==> src/rtl/elbeth_alu_issue.sv <==
// Decode/execute issue slot: decodes one RV32I integer instruction into ALU
// operation and operands, held in a single registered slot with valid/ready.
module elbeth_alu_issue #(
  parameter int          XLEN         = 32,
  parameter logic [31:0] RESET_PC_TAG = 32'h0000_0000
) (
  input  logic            clk,
  input  logic            rst_n,
  input  logic            in_valid,
  output logic            in_ready,
  input  logic [31:0]     in_instr,
  input  logic [31:0]     in_pc,
  input  logic [XLEN-1:0] rs1_data,
  input  logic [XLEN-1:0] rs2_data,
  input  logic            stall,
  input  logic            flush,
  output logic            out_valid,
  output logic [XLEN-1:0] alu_a,
  output logic [XLEN-1:0] alu_b,
  output logic [3:0]      alu_op,
  output logic [4:0]      rd_addr,
  output logic            rd_we,
  output logic            illegal,
  output logic [31:0]     out_pc
);

  localparam logic [3:0] OP_ADD  = 4'd0;
  localparam logic [3:0] OP_SUB  = 4'd1;
  localparam logic [3:0] OP_SLL  = 4'd2;
  localparam logic [3:0] OP_SLT  = 4'd3;
  localparam logic [3:0] OP_SLTU = 4'd4;
  localparam logic [3:0] OP_XOR  = 4'd5;
  localparam logic [3:0] OP_SRL  = 4'd6;
  localparam logic [3:0] OP_SRA  = 4'd7;
  localparam logic [3:0] OP_OR   = 4'd8;
  localparam logic [3:0] OP_AND  = 4'd9;

  localparam logic [6:0] OPC_OP     = 7'b0110011;
  localparam logic [6:0] OPC_OP_IMM = 7'b0010011;
  localparam logic [6:0] OPC_LUI    = 7'b0110111;
  localparam logic [6:0] OPC_AUIPC  = 7'b0010111;

  localparam logic [6:0] F7_BASE = 7'b0000000;
  localparam logic [6:0] F7_ALT  = 7'b0100000;

  // Handshake: a transfer happens on a rising edge where in_valid && in_ready.
  // in_ready depends only on slot state and stall, never on in_valid; the
  // slot presents out_valid and holds every output while stall is high.
  assign in_ready = !out_valid || !stall;

  logic [6:0]      opcode;
  logic [2:0]      funct3;
  logic [6:0]      funct7;
  logic [4:0]      rd_field;
  logic [31:0]     imm_i;
  logic [31:0]     imm_u;
  logic [31:0]     shamt;
  logic            f7_ok;
  logic            is_shift;

  logic [XLEN-1:0] dec_a;
  logic [XLEN-1:0] dec_b;
  logic [3:0]      dec_op;
  logic            dec_ill;
  logic            dec_we;

  assign opcode   = in_instr[6:0];
  assign funct3   = in_instr[14:12];
  assign funct7   = in_instr[31:25];
  assign rd_field = in_instr[11:7];
  assign imm_i    = {{20{in_instr[31]}}, in_instr[31:20]};
  assign imm_u    = {in_instr[31:12], 12'b0};
  assign shamt    = {27'b0, in_instr[24:20]};
  assign is_shift = (funct3 == 3'b001) || (funct3 == 3'b101);

  // funct7 qualifier shared by OP and the OP-IMM shifts; the alternate
  // encoding only exists for SUB (OP) and SRA/SRAI.
  always_comb begin
    f7_ok = 1'b0;
    if (funct7 == F7_BASE)
      f7_ok = 1'b1;
    else if (funct7 == F7_ALT)
      f7_ok = (funct3 == 3'b101) || ((funct3 == 3'b000) && (opcode == OPC_OP));
  end

  always_comb begin
    dec_a   = '0;
    dec_b   = '0;
    dec_op  = OP_ADD;
    dec_ill = 1'b0;
    unique case (opcode)
      OPC_OP: begin
        dec_a   = rs1_data;
        dec_b   = rs2_data;
        dec_ill = !f7_ok;
        unique case (funct3)
          3'b000:  dec_op = funct7[5] ? OP_SUB : OP_ADD;
          3'b001:  dec_op = OP_SLL;
          3'b010:  dec_op = OP_SLT;
          3'b011:  dec_op = OP_SLTU;
          3'b100:  dec_op = OP_XOR;
          3'b101:  dec_op = funct7[5] ? OP_SRA : OP_SRL;
          3'b110:  dec_op = OP_OR;
          default: dec_op = OP_AND;
        endcase
      end
      OPC_OP_IMM: begin
        dec_a   = rs1_data;
        dec_b   = is_shift ? shamt : imm_i;
        dec_ill = is_shift && !f7_ok;
        unique case (funct3)
          3'b000:  dec_op = OP_ADD;
          3'b001:  dec_op = OP_SLL;
          3'b010:  dec_op = OP_SLT;
          3'b011:  dec_op = OP_SLTU;
          3'b100:  dec_op = OP_XOR;
          3'b101:  dec_op = funct7[5] ? OP_SRA : OP_SRL;
          3'b110:  dec_op = OP_OR;
          default: dec_op = OP_AND;
        endcase
      end
      OPC_LUI: begin
        dec_b = imm_u;
      end
      OPC_AUIPC: begin
        dec_a = in_pc;
        dec_b = imm_u;
      end
      default: dec_ill = 1'b1;
    endcase
    // Illegal encodings present a neutral ADD of zeros to the ALU.
    if (dec_ill) begin
      dec_a  = '0;
      dec_b  = '0;
      dec_op = OP_ADD;
    end
  end

  assign dec_we = !dec_ill && (rd_field != 5'd0);

  always_ff @(posedge clk) begin
    if (!rst_n) begin
      out_valid <= 1'b0;
      alu_a     <= '0;
      alu_b     <= '0;
      alu_op    <= OP_ADD;
      rd_addr   <= '0;
      rd_we     <= 1'b0;
      illegal   <= 1'b0;
      out_pc    <= RESET_PC_TAG;
    end else if (flush) begin
      out_valid <= 1'b0;
      rd_we     <= 1'b0;
    end else if (in_valid && in_ready) begin
      out_valid <= 1'b1;
      alu_a     <= dec_a;
      alu_b     <= dec_b;
      alu_op    <= dec_op;
      rd_addr   <= rd_field;
      rd_we     <= dec_we;
      illegal   <= dec_ill;
      out_pc    <= in_pc;
    end else if (!stall) begin
      out_valid <= 1'b0;
    end
  end

endmodule

==> config.mk <==
export PLATFORM = sky130hd
export DESIGN_NAME = elbeth_alu_issue
export DESIGN_NICKNAME = d
export VERILOG_FILES = /design/src/rtl/elbeth_alu_issue.sv
export SDC_FILE = /design/constraint.sdc
export NUM_CORES = 1
export LEC_CHECK = 0
export BUFFER_PORTS_ARGS = -buffer_cell sky130_fd_sc_hd__buf_2
export CAP_MARGIN = 20
export CORE_MARGIN = 2
export CORE_UTILIZATION = 45
export DETAILED_ROUTE_END_ITERATION = 6
export MAX_ROUTING_LAYER = met4
export PLACE_DENSITY = 0.8
export REMOVE_ABC_BUFFERS = 1
export SETUP_SLACK_MARGIN = 0.1
export SKIP_LAST_GASP = 1
export SLEW_MARGIN = 0
export SYNTH_ARGS = -nofsm -noshare
export SYNTH_HDL_FRONTEND = slang
export SYNTH_SLANG_ARGS = --single-unit
==> constraint.sdc <==
create_clock -name clk -period 2.7 [get_ports clk]
set_clock_uncertainty 0.1 [all_clocks]
set_input_delay 0.54 -clock clk [delete_from_list [all_inputs] [get_ports clk]]
set_output_delay 0.54 -clock clk [all_outputs]
set_load 0.02 [all_outputs]
==> run_results.csv, run 1 <==
group,metric,value,unit
setup_path,ff2ff_path_depth,7,
grt,overflow,0,
sta,finalSetupViolations,0,
floorplan,coreArea,0.00982,mm^2
grt,antenna_found_initial,0,
routing,drt_wl_total,15000,um
cts,clk_root_buffer_cell,"clkbuf_8",
final_layout,area.growth.synth_to_final,33.6,%
grt,grt_pass1_vias,4666,
cts,cts_resized,0,
cts,clock_sinks,108,
min_path,holdPathStages,3,
setup_path,endpoint_kind,"register",
job,maxCapViolCount,0,
routing,drtPass1Iterations,6,
setup_path,r2r-end,"alu_b[24]",
floorplan,row_count,36,
cts,htree_levels,3,
cts,hold_buffers,0,
cts,cts_setup_buffers,0,
final_layout,nets,903,
grt,grt_max_degree,64,
cts,cts_buffer_depth,2,
cts,cts_tree,"yes",
synth,synth_area_leaders,"dfxtp_1 47%, nand2_1 9.5%, o221a_2 5.2%, a22oi_1 5.1%, nor2b_1 4.8%",
sta,max_freq,503,MHz
pwr,power.leakage,2.81,nW
sta,hold_viol_final,0,
synth,syn_avg_cell_area,8.35,um^2
placed_design,portBuffers,241,
synth,synth-async-reset-ratio,0,%
synth,syn_inst,546,
pwr,totalPowerFinal,3.19,mW
setup_path,path_max_fanout,11,
floorplan,start_util,46.4,%
floorplan,die_area,0.0110,mm^2
synth,synth_area_leader_cell,"dfxtp_1",
sta,drv_slew,0,
synth,synth_edf_count,0,
grt,grt_first_pass_wirelength,23000,um
pwr,ir_drop,0.229,mV
min_path,min_to,"rd_addr[0]",
synth,syn_area,0.00456,mm^2
synth,synthFlopType,"dfxtp_1",
sta,relSlewSlack,48.5,%
synth,yosys.cell_types.count,37,
routing,ant_nets,0,
pwr,power_density,524,mW/mm^2
final_layout,fin_cells,908,
routing,drt_iter0_drc,250,
min_path,hold_class,"input pin to register",
final_layout,n_antenna_cell,0,
run_status,status,"complete, no violations",
placed_design,dpl.hpwl,11000,um
setup_path,r2r_slack,0.94,ns
floorplan,die_y,105,um
setup_path,startpoint_type,"input pin",
routing,vias_per_cell,5.54,
cts,clk-insertion-delay-late,0.36,ns
final_layout,drive_gt1_share,40.0,%
synth,seq_area_frac_synth,47.4,%
sta,finalCriticalPeriod,1.99,ns
placed_design,placed_cells,892,
routing,wire_per_inst,16.5,um
min_path,worstHoldStart,"in_instr[7]",
floorplan,die_x,105,um
routing,drcViolationCount,0,
synth,yosysWarningCount,0,
grt,grtUsageTotal,26.9,%
setup_path,crit_start,"in_instr[12]",
setup_path,crit_required,2.83,ns
sta,post-route-period-util,73.6,%
cts,clk_pin_slew,0.10,ns
setup_path,r2r_start,"out_valid",
cts,numCtsBuffers,9,
placed_design,gp_congestion,0.858,
sta,tightest_slew,0.767,ns
synth,synth_top_area_share,47.4,%
sta,rsz0062_at_grt,"no",
setup_path,crit_type,"input pin to register",
routing,num_vias,5031,
synth,yosys_register_bits,108,
setup_path,cp.arrival,2.12,ns
floorplan,io-pin-count,242,
kinds of logic after synthesis:
kind of cell | after synthesis | share of synthesized area [%]
buffers and inverters | 50 | 4.77
AOI/OAI and AO/OA | 180 | 26.9
muxes | 5 | 1.23
DFF | 108 | 47.4
and+or+nand+nor | 203 | 19.7
how the worst max path moves through the flow:
| stage | end | depth (start not counted) |
|---|---|---|
| after global placement | alu_b[16] | 7 |
| final | alu_b[6] | 6 |
| after floorplan | alu_b[11] | 5 |
| after detailed placement | alu_b[6] | 6 |
| after global routing | alu_b[7] | 6 |
| after CTS | alu_b[6] | 6 |
cells in the final DEF, fill, tap and decap left out, types with 19 or more instances in the layout:
cell / count
o21ai_1: 31
nand2_1: 115
nor2_1: 38
a22oi_1: 31
a31oi_1: 32
buf_2: 241
nor2b_1: 35
a21oi_1: 42
dfxtp_1: 108
buf_4: 19
o221a_2: 21
registers in the layout, indices dropped and copies added, names as in the netlist:
name	flops
alu_a	32
alu_b	32
out_pc	32
rd_addr	5
alu_op	4
illegal	1
out_valid	1
rd_we	1
critical path: stages:
cell      delay [ns]
buf_2           0.18
nor2b_1         0.23
o21bai_1        0.14
a22o_4          0.30
o21ai_1         0.61
nor2_1          0.12
routing by layer:
metal | part of all wire, % | GRT usage [%] | vias up
met2 | 50 | 45.7 | 281
li1 | - | - | 2376
met5 | 0 | - | -
met3 | 7.3 | 4.05 | 30
met4 | 2.4 | 10.9 | 0
met1 | 41 | 32.1 | 2344
cell type report:
class / instances / area (um^2)
clock buffers: 10 / 138
clock inverters: 6 / 71.3
fillers: 922 / 3730
inverters: 3 / 11.3
multi-input cells: 388 / 2190
flip-flops and latches: 108 / 2160
well taps: 133 / 166
repair buffers: 260 / 1350
per-stage QoR:
step                      cell area (um^2)  util, %  setup WS, ns  TNS (ns)  hold slack (ns)
after global placement                5880     59.9         0.424         0            0.331
after global routing                  6090     62.0         0.543         0            0.308
after CTS                             6090     62.0         0.743         0            0.290
after detailed placement              5880     59.9         0.339         0            0.337
after floorplan                       4350        -         -1.94   -124.04            0.425
final                                 6090     62.0         0.712         0            0.305
synth_stat cells, types with 2 or more instances:
master      n
a21oi_1    42
o21ai_1    31
inv_1       3
mux2_2      5
buf_2       6
nor2b_1    35
nor3_1      2
o221a_2    21
nand3b_1    2
a211o_1     2
clkbuf_1   37
a31oi_1    32
dfxtp_1   108
buf_6       3
a22o_1      6
o21ai_0     8
a22oi_1    31
nand2_1   115
nor2_1     39
report_power, final:
part / internal [mW] / total [mW] / leakage [nW] / switching [mW]
registers: 1.64 / 1.66 / 0.877 / 0.0241
logic: 0.204 / 0.502 / 1.84 / 0.298
clock network: 0.461 / 1.03 / 0.0991 / 0.567
No activity file was read; power rests on OpenSTA's default activity.
==> run 2, diff against run 1 <==
- clock period: 2.7 -> 2.1 ns (I/O delays scaled with it)
==> run_results.csv, run 2 (synthesized netlist as in run 1, its figures left out) <==
group,metric,value,unit
run_status,status,"complete, no violations",
placed_design,placed_area,0.00604,mm^2
setup_path,ff2ff_path_depth,5,
cts,cts_tree,"yes",
grt,grtUsageTotal,27.5,%
cts,clk-insertion-delay-late,0.37,ns
placed_design,pre_cts_slack,-0.179,ns
pwr,ir_drop,0.342,mV
placed_design,placed_cells,907,
grt,grt_first_pass_wirelength,23400,um
sta,max_freq,523,MHz
placed_design,gp_congestion,0.916,
floorplan,die_y,105,um
setup_path,crit_chain,"buf_2 > nand4b_1 > nor4bb_1 > buf_4 > a22o_4 > buf_4 > nand3_2 > buf_12 > o21ai_0",
routing,vias_per_cell,5.50,
final_layout,final_cell_mix,"241 x buf_2, 115 x nand2_1, 108 x dfxtp_1",
floorplan,die_area,0.0110,mm^2
sta,relSlewSlack,50.5,%
cts,clk_root_buffer_cell,"clkbuf_8",
final_layout,drive_gt1_share,41.1,%
cts,numCtsBuffers,9,
grt,antenna_found_initial,1,
routing,wire_per_inst,16.1,um
floorplan,start_util,46.4,%
cts,cts_setup_buffers,0,
sta,drv_slew,0,
cts,cts_buffer_depth,2,
setup_path,startpoint_type,"input pin",
setup_path,cp.arrival,2.10,ns
pwr,power.leakage,2.91,nW
sta,hold_viol_final,0,
cts,clock_sinks,108,
final_layout,final_common_cell,"buf_2",
cts,htree_levels,3,
routing,drtPass1Iterations,5,
setup_path,endpoint_kind,"register",
pwr,power_density,650,mW/mm^2
job,maxCapViolCount,0,
final_layout,nets,918,
setup_path,crit_required,2.29,ns
cts,hold_buffers,0,
sta,finalCriticalPeriod,1.91,ns
floorplan,die_x,105,um
setup_path,r2r_slack,0.35,ns
final_layout,final_cell_area,0.00624,mm^2
floorplan,row_count,36,
setup_path,crit_path_end,"alu_a[1]",
setup_path,path_max_fanout,19,
final_layout,largest_registers,"alu_a x32, alu_b x32, out_pc x32",
sta,rsz0062_at_grt,"no",
routing,num_vias,5079,
setup_path,crit_path_frequent_cell,"buf_4",
final_layout,fill_cells,868,
sta,fin_ws,0.189,ns
placed_design,portBuffers,241,
cts,clk_pin_slew,0.10,ns
final_layout,fin_cells,924,
routing,drcViolationCount,0,
setup_path,crit_start,"in_instr[6]",
final_layout,area.growth.synth_to_final,36.8,%
setup_path,worst_path_max_delay_cell,"nor4bb_1",
setup_path,slowest_delay,0.44,ns
sta,tightest_slew,0.737,ns
setup_path,r2r-end,"alu_b[0]",
routing,drt_wl_total,14900,um
setup_path,r2r_start,"out_valid",
grt,overflow,0,
sta,post-route-period-util,91.0,%
floorplan,io-pin-count,242,
grt,grt_max_degree,65,
cts,cts_resized,0,
setup_path,crit_type,"input pin to register",
sta,finalSetupViolations,0,
floorplan,coreArea,0.00982,mm^2
min_path,hold_class,"input pin to register",
placed_design,dpl.hpwl,10900,um
routing,drt_iter0_drc,321,
grt,grt_pass1_vias,4820,
final_layout,fin_util,63.5,%
routing,ant_nets,0,
run 2: cell count changes in the layout (fill, tap and decap cells not counted):
cell,delta
clkinvlp_4,-1
clkbuf_8,-1
buf_4,+11
buf_12,+4
clkinv_2,+4
diode_2,+1
clkinv_4,-2
run 2: area by class of cell:
class                      instances  area [um^2]  area share [%]
inverter                           3         11.3           0.181
timing repair buffer             275         1510            24.2
clock buffer                       9          124            1.99
sequential                       108         2160            34.7
clock inverter                     7         66.3            1.06
antenna                            1         2.50          0.0401
multi-input combinational        388         2190            35.2
tap                              133          166            2.67
run 2: how the worst min path moves through the flow:
stage | startpoint | endpoint | slack, ns | depth (start not counted)
after floorplan | alu_a[10] | alu_a[10] | 0.43 | 2
after detailed placement | alu_a[18] | alu_a[18] | 0.34 | 2
final | in_pc[15] | out_pc[15] | 0.19 | 3
after CTS | in_pc[28] | out_pc[28] | 0.17 | 3
after global placement | alu_a[18] | alu_a[18] | 0.33 | 2
after global routing | in_pc[28] | out_pc[28] | 0.17 | 3
run 2: report_power, final:
part | switching [mW] | internal, mW
clock network | 0.699 | 0.548
logic | 0.388 | 0.285
registers | 0.0295 | 2.10
total | 1.12 | 2.94
run 2: critical path, delay by kind of cell:
kind / cells / cell delay, ns
AND/OR/NAND/NOR: 3 / 0.77
buffers and inverters: 4 / 0.57
AO/OA/AOI/OAI: 2 / 0.32
run 2: per-stage QoR:
stage	total power [mW]	TNS (ns)	hold WS (ns)
finish	4.05	0	0.188
global route	4.22	0	0.170
CTS	4.08	0	0.174
detailed placement	2.85	-5.77	0.337
global placement	2.84	-6.73	0.331
floorplan	2.49	-174.92	0.425
run 2: routing by layer:
metal | up-vias | wire, um | global-route usage (%)
met1 | 2356 | 6040 | 32.0
met5 | - | 0 | -
met3 | 40 | 1130 | 5.61
met2 | 279 | 7200 | 45.4
met4 | 0 | 542 | 13.1
li1 | 2404 | - | -
==> run 3, diff against run 2 <==
- CORE_UTILIZATION: 45 -> 41
- PLACE_DENSITY: 0.8 -> 0.77
- clock period: 2.1 -> 1.64 ns (I/O delays scaled with it)
==> run_results.csv, run 3 (synthesized netlist as in run 1, its figures left out) <==
group,metric,value,unit
run_status,status,"complete, no violations",
setup_path,crit_type,"input pin to register",
pwr,internal-power,4.00,mW
setup_path,endpoint_kind,"register",
sta,rsz0062_at_grt,"yes",
cts,hold_buffers,0,
min_path,holdPathStages,3,
pwr,seq_power_share,50.1,%
routing,drcViolationCount,0,
routing,drt_iter0_drc,420,
cts,htree_levels,3,
final_layout,fin_util,60.5,%
placed_design,portBuffers,241,
setup_path,worst_path_max_delay_cell,"or2_2",
sta,post-route-period-util,99.1,%
setup_path,slowest_delay,0.38,ns
sta,drv_slew,0,
floorplan,start_util,42.1,%
routing,drtPass1Iterations,5,
final_layout,nets,931,
cts,cts_tree,"yes",
pwr,ir_drop,0.491,mV
min_path,hold_class,"input pin to register",
sta,finalSetupTns,0,ns
cts,clk_root_buffer_cell,"clkbuf_8",
final_layout,largest_registers,"alu_a x32, alu_b x32, out_pc x32",
pwr,totalPowerFinal,5.45,mW
setup_path,path_max_fanout,18,
cts,clk-insertion-delay-late,0.36,ns
placed_design,gp_congestion,0.857,
routing,vias_per_cell,5.42,
sta,finalCriticalPeriod,1.63,ns
setup_path,ff2ff_path_depth,7,
final_layout,multi_input_area,0.00230,mm^2
grt,grt_first_pass_wirelength,22600,um
final_layout,final_cell_mix,"240 x buf_2, 114 x nand2_1, 108 x dfxtp_1",
sta,relSlewSlack,69.8,%
sta,fin_ws,0.0150,ns
floorplan,die_x,109,um
setup_path,startpoint_type,"input pin",
floorplan,row_count,38,
grt,grt_max_degree,75,
grt,grt_pass1_vias,4547,
pwr,p_switching,1.46,mW
grt,grtUsageTotal,25.3,%
final_layout,fill_cells,949,
setup_path,cp.arrival,1.84,ns
routing,wire_per_inst,16.9,um
routing,ant_nets,0,
final_layout,drive_gt1_share,44.6,%
setup_path,crit_required,1.86,ns
cts,cts_buffer_depth,2,
cts,clk_pin_slew,0.10,ns
placed_design,dpl.hpwl,11600,um
final_layout,n_antenna_cell,0,
pwr,p_sw_share,26.7,%
routing,drt_wl_total,16000,um
cts,clock_sinks,108,
routing,num_vias,5110,
placed_design,placed_cells,921,
cts,numCtsBuffers,9,
grt,antenna_found_initial,0,
floorplan,coreArea,0.0108,mm^2
sta,max_freq,615,MHz
pwr,p_clk_share,32.8,%
pwr,power.leakage,3.03,nW
pwr,pwr-share-comb,17.1,%
sta,tightest_slew,0.452,ns
floorplan,die_y,109,um
setup_path,crit_chain,"buf_2 > nand4b_1 > or2_2 > o31ai_2 > buf_6 > o221a_2",
final_layout,fin_cells,942,
placed_design,pre_cts_slack,-0.384,ns
pwr,power_density,831,mW/mm^2
final_layout,final_common_cell,"buf_2",
final_layout,area.growth.synth_to_final,43.9,%
sta,hold_viol_final,0,
floorplan,die_area,0.0120,mm^2
final_layout,regArea,0.00216,mm^2
floorplan,io-pin-count,242,
grt,overflow,0,
sta,finalSetupViolations,0,
job,maxCapViolCount,0,
[run 3: cell count changes in the layout (fill, tap and decap cells not counted), moves of 3 or more]
cell / previous run / this run
o21ai_2: 0 / 8
a22oi_1: 31 / 25
a22oi_2: 1 / 7
o21ai_1: 31 / 25
buf_4: 30 / 34
buf_6: 0 / 4
buf_12: 4 / 7
clkinv_2: 4 / 1
[run 3: what timing repair did]
item | 4_1_cts | 5_1_grt
setup endpoints to repair | 105 | 80
setup buffers | 1 | 3
resized for setup | 5 | 29
pin swaps | 1 | 10
gates cloned | 0 | 2
[run 3: routing by layer]
layer | wire length, um | share of wire [%] | GRT usage, %
met1 | 6160 | 39 | 29.1
met2 | 7940 | 50 | 43.0
met3 | 1500 | 9.4 | 6.52
met4 | 359 | 2.2 | 7.96
met5 | 0 | 0 | -
[run 3: power by group through the flow]
stage / clock, mW / combinational (mW) / sequential [mW]
after floorplan: 0 / 0.309 / 2.88
after global placement: 0 / 0.871 / 2.79
after detailed placement: 0 / 0.897 / 2.79
after CTS: 1.82 / 0.906 / 2.73
after global routing: 1.93 / 1.00 / 2.74
final: 1.79 / 0.932 / 2.73
[run 3: stage by stage]
step           cell area [um^2]  hold slack, ns
3_5_place_dp               6140           0.336
6_report                   6560          0.0997
4_1_cts                    6390          0.0798
2_1_floorplan              4350           0.345
5_1_grt                    6560          0.0833
3_3_place_gp               6140           0.331
[run 3: layout make-up]
cell class / instances / area share, %
timing repair buffer: 288 / 25.9
inverter: 3 / 0.172
tap: 140 / 2.67
clock buffer: 11 / 2.15
clock inverter: 4 / 1.13
sequential: 108 / 33.0
multi-input combinational: 388 / 35.1
[run 3: path summary, 6_finish.rpt]
kind,startpoint,end,slack (ns)
worst min register to register,alu_a[25],alu_a[25],0.35
worst max-delay path,in_instr[6],alu_b[16],0.01
worst min-delay path,in_valid,out_valid,0.1
worst max register to register,out_valid,alu_b[2],0.16
[run 3: worst max-delay path, delay by kind of cell]
kind,cells,cell delay (ns)
AND/OR/NAND/NOR,2,0.64
AO/OA/AOI/OAI,2,0.53
buffers and inverters,2,0.34
